[config.mk]
export PLATFORM = sky130hd
export DESIGN_NAME = unit_pkt_rx
export DESIGN_NICKNAME = d
export VERILOG_FILES = /design/src/rtl/unit_pkt_rx.sv
export SDC_FILE = /design/constraint.sdc
export NUM_CORES = 1
export LEC_CHECK = 0
export ABC_AREA = 1
export CAP_MARGIN = 0
export CORE_UTILIZATION = 58
export DETAILED_ROUTE_END_ITERATION = 10
export HOLD_SLACK_MARGIN = 0.06
export PLACE_DENSITY_LB_ADDON = 0.2
export SLEW_MARGIN = 5
export SYNTH_ARGS = -nofsm -noshare
export SYNTH_HDL_FRONTEND = slang
export SYNTH_SLANG_ARGS = --single-unit
[constraint.sdc]
create_clock -name CLK -period 8.61 [get_ports CLK]
set_clock_uncertainty 0.05 [all_clocks]
set_input_delay 0.861 -clock CLK [delete_from_list [all_inputs] [get_ports CLK]]
set_output_delay 0.861 -clock CLK [all_outputs]
set_load 0.02 [all_outputs]
[src/rtl/unit_pkt_rx.sv]
// Unit-side receiver for the arbiter-to-unit byte bus: a FWFT input FIFO feeding
// a packet parser that extracts config/ID/length fields, key writes and init commands.
//
// state    | meaning
// IDLE     | waiting for a header byte (ctrl=1)
// INIT_DUP | expecting the duplicate copy of an init byte
// CFG      | 24 config bytes (cfg_cnt, salt_len, salt)
// IDS      | 8 ID bytes
// KEYLEN   | 1 key length byte
// PAD      | 7 discarded pad bytes
// KEY      | key bytes streamed to key memory up to last_addr
// DONE     | packet complete, pkt_valid held until pkt_ack
module unit_pkt_rx #(
  parameter int WORD_MAX_LEN = 64,
  parameter int FIFO_DEPTH   = 16
) (
  input  logic                            CLK,
  input  logic                            RST_N,
  input  logic [7:0]                      in_data,
  input  logic                            in_ctrl,
  input  logic                            in_wr_en,
  output logic                            in_afull,
  output logic                            in_ready,
  output logic [31:0]                     cfg_cnt,
  output logic [31:0]                     salt_len,
  output logic [127:0]                    salt,
  output logic [63:0]                     ids,
  output logic [$clog2(WORD_MAX_LEN):0]   key_len,
  output logic                            key_wr_en,
  output logic [$clog2(WORD_MAX_LEN)-1:0] key_wr_addr,
  output logic [7:0]                      key_wr_data,
  output logic                            pkt_valid,
  input  logic                            pkt_ack,
  output logic                            init_valid,
  output logic [4:0]                      init_data,
  output logic                            err
);
  localparam int AW = $clog2(WORD_MAX_LEN);
  localparam int PW = $clog2(FIFO_DEPTH);
  localparam logic [PW:0] DEPTH_C = (PW+1)'(FIFO_DEPTH);
  localparam logic [PW:0] AFULL_C = (PW+1)'(FIFO_DEPTH - 4);

  typedef enum logic [2:0] {
    ST_IDLE, ST_INIT_DUP, ST_CFG, ST_IDS, ST_KEYLEN, ST_PAD, ST_KEY, ST_DONE
  } state_t;

  logic [8:0]   mem_q [FIFO_DEPTH];
  logic [PW:0]  wr_ptr_q, rd_ptr_q, count;
  logic         full, empty, push, pop, ovf;
  logic [7:0]   hd_data;
  logic         hd_ctrl;

  state_t       state_q, state_d;
  logic [4:0]   byte_cnt_q, byte_cnt_d;
  logic [191:0] cfg_q, cfg_d;
  logic [63:0]  ids_q, ids_d;
  logic [AW:0]  key_len_q, key_len_d;
  logic [AW-1:0] last_addr_q, last_addr_d, key_addr_q, key_addr_d;
  logic [AW-1:0] key_wr_addr_q, key_wr_addr_d;
  logic [7:0]   key_wr_data_q, key_wr_data_d;
  logic         key_wr_en_q, key_wr_en_d;
  logic [4:0]   init_data_q, init_data_d;
  logic         init_valid_q, init_valid_d;
  logic         pkt_valid_q, pkt_valid_d;
  logic         err_q, err_d;
  logic         in_afull_q, in_ready_q;

  assign count   = wr_ptr_q - rd_ptr_q;
  assign full    = (count == DEPTH_C);
  assign empty   = (count == '0);
  assign push    = in_wr_en & ~full;
  assign ovf     = in_wr_en & full;
  assign hd_data = mem_q[rd_ptr_q[PW-1:0]][7:0];
  assign hd_ctrl = mem_q[rd_ptr_q[PW-1:0]][8];

  // FIFO storage is flushed by the pointer reset, so the array itself needs none.
  always_ff @(posedge CLK) begin
    if (push) mem_q[wr_ptr_q[PW-1:0]] <= {in_ctrl, in_data};
  end

  always_comb begin
    state_d       = state_q;
    byte_cnt_d    = byte_cnt_q;
    cfg_d         = cfg_q;
    ids_d         = ids_q;
    key_len_d     = key_len_q;
    last_addr_d   = last_addr_q;
    key_addr_d    = key_addr_q;
    key_wr_addr_d = key_wr_addr_q;
    key_wr_data_d = key_wr_data_q;
    key_wr_en_d   = 1'b0;
    init_data_d   = init_data_q;
    init_valid_d  = 1'b0;
    pkt_valid_d   = pkt_valid_q;
    err_d         = err_q | ovf;
    pop           = 1'b0;
    case (state_q)
      ST_IDLE: if (!empty) begin
        pop = 1'b1;
        if (hd_ctrl && hd_data[2:0] == 3'b001) begin
          init_data_d = hd_data[7:3];
          state_d     = ST_INIT_DUP;
        end else if (hd_ctrl && hd_data == 8'h00) begin
          byte_cnt_d = '0;
          state_d    = ST_CFG;
        end else begin
          err_d = 1'b1;
        end
      end
      ST_INIT_DUP: if (!empty) begin
        pop          = 1'b1;
        init_valid_d = 1'b1;
        if (!hd_ctrl || hd_data != {init_data_q, 3'b001}) err_d = 1'b1;
        state_d = ST_IDLE;
      end
      ST_CFG, ST_IDS, ST_KEYLEN, ST_PAD: if (!empty) begin
        // A marker inside the body abandons the packet; the byte stays queued as a header.
        if (hd_ctrl) begin
          err_d   = 1'b1;
          state_d = ST_IDLE;
        end else begin
          pop        = 1'b1;
          byte_cnt_d = byte_cnt_q + 5'd1;
          if (state_q == ST_CFG) begin
            cfg_d = {hd_data, cfg_q[191:8]};
            if (byte_cnt_q == 5'd23) begin
              byte_cnt_d = '0;
              state_d    = ST_IDS;
            end
          end else if (state_q == ST_IDS) begin
            ids_d = {hd_data, ids_q[63:8]};
            if (byte_cnt_q == 5'd7) begin
              byte_cnt_d = '0;
              state_d    = ST_KEYLEN;
            end
          end else if (state_q == ST_KEYLEN) begin
            key_len_d   = hd_data[AW:0];
            last_addr_d = (hd_data[AW-1:0] - AW'(1)) | AW'(3);
            if (int'(hd_data) > WORD_MAX_LEN) err_d = 1'b1;
            byte_cnt_d  = '0;
            state_d     = ST_PAD;
          end else if (byte_cnt_q == 5'd6) begin
            key_addr_d = '0;
            state_d    = ST_KEY;
          end
        end
      end
      ST_KEY: if (!empty) begin
        if (hd_ctrl && key_addr_q != last_addr_q) begin
          err_d   = 1'b1;
          state_d = ST_IDLE;
        end else begin
          pop           = 1'b1;
          key_wr_en_d   = 1'b1;
          key_wr_addr_d = key_addr_q;
          key_wr_data_d = hd_data;
          if (key_addr_q == last_addr_q) begin
            if (!hd_ctrl) err_d = 1'b1;
            pkt_valid_d = 1'b1;
            state_d     = ST_DONE;
          end else begin
            key_addr_d = key_addr_q + AW'(1);
          end
        end
      end
      ST_DONE: if (pkt_ack) begin
        pkt_valid_d = 1'b0;
        state_d     = ST_IDLE;
      end
      default: state_d = ST_IDLE;
    endcase
  end

  always_ff @(posedge CLK or negedge RST_N) begin
    if (!RST_N) begin
      wr_ptr_q      <= '0;
      rd_ptr_q      <= '0;
      state_q       <= ST_IDLE;
      byte_cnt_q    <= '0;
      cfg_q         <= '0;
      ids_q         <= '0;
      key_len_q     <= '0;
      last_addr_q   <= '0;
      key_addr_q    <= '0;
      key_wr_addr_q <= '0;
      key_wr_data_q <= '0;
      key_wr_en_q   <= 1'b0;
      init_data_q   <= '0;
      init_valid_q  <= 1'b0;
      pkt_valid_q   <= 1'b0;
      err_q         <= 1'b0;
      in_afull_q    <= 1'b0;
      in_ready_q    <= 1'b0;
    end else begin
      if (push) wr_ptr_q <= wr_ptr_q + 1'b1;
      if (pop)  rd_ptr_q <= rd_ptr_q + 1'b1;
      state_q       <= state_d;
      byte_cnt_q    <= byte_cnt_d;
      cfg_q         <= cfg_d;
      ids_q         <= ids_d;
      key_len_q     <= key_len_d;
      last_addr_q   <= last_addr_d;
      key_addr_q    <= key_addr_d;
      key_wr_addr_q <= key_wr_addr_d;
      key_wr_data_q <= key_wr_data_d;
      key_wr_en_q   <= key_wr_en_d;
      init_data_q   <= init_data_d;
      init_valid_q  <= init_valid_d;
      pkt_valid_q   <= pkt_valid_d;
      err_q         <= err_d;
      in_afull_q    <= (count >= AFULL_C);
      in_ready_q    <= (state_q == ST_IDLE) & empty & ~pkt_valid_q;
    end
  end

  assign in_afull    = in_afull_q;
  assign in_ready    = in_ready_q;
  assign cfg_cnt     = cfg_q[31:0];
  assign salt_len    = cfg_q[63:32];
  assign salt        = cfg_q[191:64];
  assign ids         = ids_q;
  assign key_len     = key_len_q;
  assign key_wr_en   = key_wr_en_q;
  assign key_wr_addr = key_wr_addr_q;
  assign key_wr_data = key_wr_data_q;
  assign pkt_valid   = pkt_valid_q;
  assign init_valid  = init_valid_q;
  assign init_data   = init_data_q;
  assign err         = err_q;
endmodule

==> out/summary.md <==
## Pwr
* **power density relative to cell area** 346 nW/um^2
* **Internal Pwr Total** 4.90 mW
* **portion of total power attributed to combinational logic** 40.3%
* **Clock Power Share** 23.9%
* **reported leakage power** 11.6 nW
* **worst supply voltage drop on vdd** 0.000323 V
* **share of total power in sequential cells** 35.8%
* **switching power of the nets** 3.43 mW
* **PnR Total Power** 8.33 mW
* **Sw Share** 41.2%

## Clocking
* **CTS H-tree lvls** 2
* **Hold Buf Count CTS** 0
* **insertion delay to the later sink of the worst-skew pair** 0.56 ns
* **number of setup buffers added after CTS** 0
* **Clock Sink Count** 461
* **TritonCTS clock tree** done
* **Resized Gates After CTS** 0
* **number of buffers created by CTS** 47
* **CTS Buffer Depth** 3
* **register clock-pin slew on the reported worst setup and hold paths** 0.06 ns
* **clock root cell** clkbuf_16

## Yosys
* **most common cell in the netlist** nand2_1
* **average instance area after synthesis** 9.17 sq um
* **main area contributors after synthesis** dfrtp_1 (41%), edfxtp_1 (22%), nand2_1 (20%)
* **net count after synthesis** 2148
* **EDFF count, synth** 144
* **async set-or-reset flop fraction in the synthesized netlist** 68.8%
* **synth cell count leaders** nand2_1 (1029), dfrtp_1 (317), inv_1 (156)
* **Synth Warn #** 0
* **Seq cells post-synth** 461
* **instance count of the mapped netlist** 2121
* **fraction of the yosys area taken by sequential cells** 63.0%
* **library cells used by synthesis** 39
* **proportion of netlist area held by the largest area contributor** 40.8%
* **Post-Synthesis Cell Area** 19400 sq um
* **leading area contributor after synthesis** dfrtp_1
* **dominant register cell in the synthesized netlist** dfrtp_1

## STA
* **Final period util** 55.4%
* **slew at the pin closest to its max-slew limit** 1.10 ns
* **final hold viol count** 0
* **RSZ-0062 raised after global routing** false
* **Worst slew margin** 26.4%
* **setup_tns** 0 ns
* **pins over their slew limit** 0
* **Final setup violation count** 0
* **minimum clock period** 4.77 ns
* **f_max** 210 MHz

## Placed design
* **count of port buffers added during placement** 300
* **Routability Congestion** 0.863
* **area post-placement** 22600 sq um
* **Detail Placement HPWL** 33.2 mm

## Detailed routing
* **total vias in the final route** 15200
* **antenna violation net count after detailed routing** 0
* **wire length after detailed routing** 49.7 mm
* **DRC violations left** 0
* **drt first pass iters** 5
* **average vias per placed instance** 5.28
* **1st-iter DRT viols** 1269
* **post-DR wirelength/cell** 17.3 um

## Setup path
* **library cell contributing the largest single delay on the critical path** buf_4
* **kind of critical path** reg -> reg
* **critical path cell sequence** inv_1 -> ha_1 -> a21oi_1 -> nand2_1 -> nand2_1 -> nand3b_1 -> nand2_1 -> nor2_1 -> buf_4 -> nor2_1 -> inv_2 -> nor2_4 -> buf_4 -> buf_4 -> nand2_1 -> nand2_1
* **critical path endpoint category** flip-flop
* **required time of the worst setup path** 9.05 ns
* **CP max stage delay** 0.78 ns
* **Worst EP arrival** 5.21 ns
* **startpoint class of the critical path** flip-flop
* **Critical Path Fanout Max** 105
* **cell seen most often among critical-path stages** nand2_1

## Floorplan
* **initial cell density of the core** 59.3%
* **Std-Cell Rows** 66
* **die span in y** 185 um
* **IO Count** 301
* **DIE WIDTH** 185 um
* **core area** 32800 sq um
* **die area** 34300 sq um

## Layout
* **total number of nets in the final design** 2423
* **relative area change from synthesis to final layout** 23.9%
* **summed area of non-filler cells in the final layout** 24100 sq um
* **share of post-route cells with drive strength above 1** 6.04%
* **number of antenna cells inserted** 0

## Status
* **status** finished clean

## Global route
* **antenna violations before repair** 0
* **overflow left after global routing** 0
* **vias in the first global route** 14500
* **pin count of the biggest net entering global routing** 153
* **first-pass GRT wire length** 78.2 mm
* **global-route usage over all layers** 29.6%

## Hold path
* **Hold Path Class** in -> async

## Flow run
* **max-cap viol count** 0

power groups by stage:
stage                     sequential, mW  clock (mW)  combinational, mW
after floorplan                     3.23           0               1.96
after global placement              3.00           0               3.26
after detailed placement            3.02           0               3.33
after CTS                           2.98        2.01               3.35
after global routing                3.03        2.10               3.68
final                               2.98        1.99               3.36
cell families (layout without fill, tap and decap cells):
group / after synthesis / count (layout) / share of synthesized area (%)
DFF: 461 / 461 / 63.0
buffers and inverters: 261 / 574 / 6.14
and+or+nand+nor: 1250 / 1250 / 25.9
AOI/OAI and AO/OA: 118 / 118 / 3.29
xor gates and xnor gates: 17 / 17 / 0.766
adders and majority gates: 14 / 14 / 0.901
per-stage QoR:
step / hold WS [ns] / instances / util [%] / setup WS (ns)
2_1_floorplan: 0.399 / 2121 / - / 5.72
3_3_place_gp: 0.416 / 2789 / 68.9 / 4.18
3_5_place_dp: 0.414 / 2789 / 68.9 / 3.97
4_1_cts: 0.332 / 2876 / 73.5 / 3.98
5_1_grt: 0.361 / 2876 / 73.5 / 3.44
6_report: 0.288 / 2876 / 73.5 / 3.84
path summary, 6_finish.rpt:
path                       slack, ns                         end                  startpoint  depth (start not counted)
min reg2reg                     0.43  key_wr_data[7]$_DFFE_PN0P_  key_wr_data[7]$_DFFE_PN0P_                          2
min in group CLK                0.43  key_wr_data[7]$_DFFE_PN0P_  key_wr_data[7]$_DFFE_PN0P_                          2
max in group asynchronous       6.67         ids[11]$_DFFE_PN0P_                       RST_N                          2
min                             0.29        cfg_q[3]$_DFFE_PN0P_                       RST_N                          1
max reg2reg                     3.84      cfg_q[130]$_DFFE_PN0P_     rd_ptr_q[2]$_DFFE_PN0P_                         16
max                             3.84      cfg_q[130]$_DFFE_PN0P_     rd_ptr_q[2]$_DFFE_PN0P_                         16
layout by cell type (no fill, tap or decap), drive strengths merged:
cell,Yosys,layout
a21oi,11,11
a31o,1,1
a31oi,10,10
a41oi,1,1
buf,73,13
bufinv,0,2
clkbuf,13,70
clkdlybuf4s50,0,299
clkinv,4,17
clkinvlp,0,1
dfrtp,317,317
edfxtp,144,144
ha,14,14
inv,171,172
nand2,1042,1042
nand3,96,96
nand3b,2,2
nand4,3,3
nor2,89,89
nor3,15,15
nor4,1,1
o211ai,2,2
o21ai,90,90
o31ai,3,3
or2,2,2
xnor2,4,4
xor2,13,13
final cells by class:
class,count,area (sq um)
multi-input combinational,1399,6000
tap,442,553
fill,2357,8690
timing repair buffer,312,3100
sequential,461,12300
clock buffer,70,1370
clock inverter,17,151
inverter,175,664
sequential cells by signal, summed over array words and instances (netlist names), 6 cells and up:
signal and cells:
cfg_q 192, mem_q 144, ids 64, key_wr_data 8, key_len 7, key_addr_q 6
key_wr_addr 6
worst max-delay path: cells and delay by family, from the launching register on:
kind | cells | cell delay, ns
AOI/OAI and AO/OA | 1 | 0.23
adders and majority gates | 1 | 0.44
buffers and inverters | 5 | 2.18
and+or+nand+nor | 9 | 1.01
DFF | 1 | 0.66
routing by layer:
layer / vias to the layer above / part of all wire (%) / global-route usage (%)
met3: 98 / 7.8 / 6.02
li1: 7187 / - / -
met4: 0 / 3.2 / 11.2
met1: 7332 / 38 / 36.9
met5: - / 0 / 0
met2: 563 / 51 / 51.0
Power figures use the tool's default switching activity.
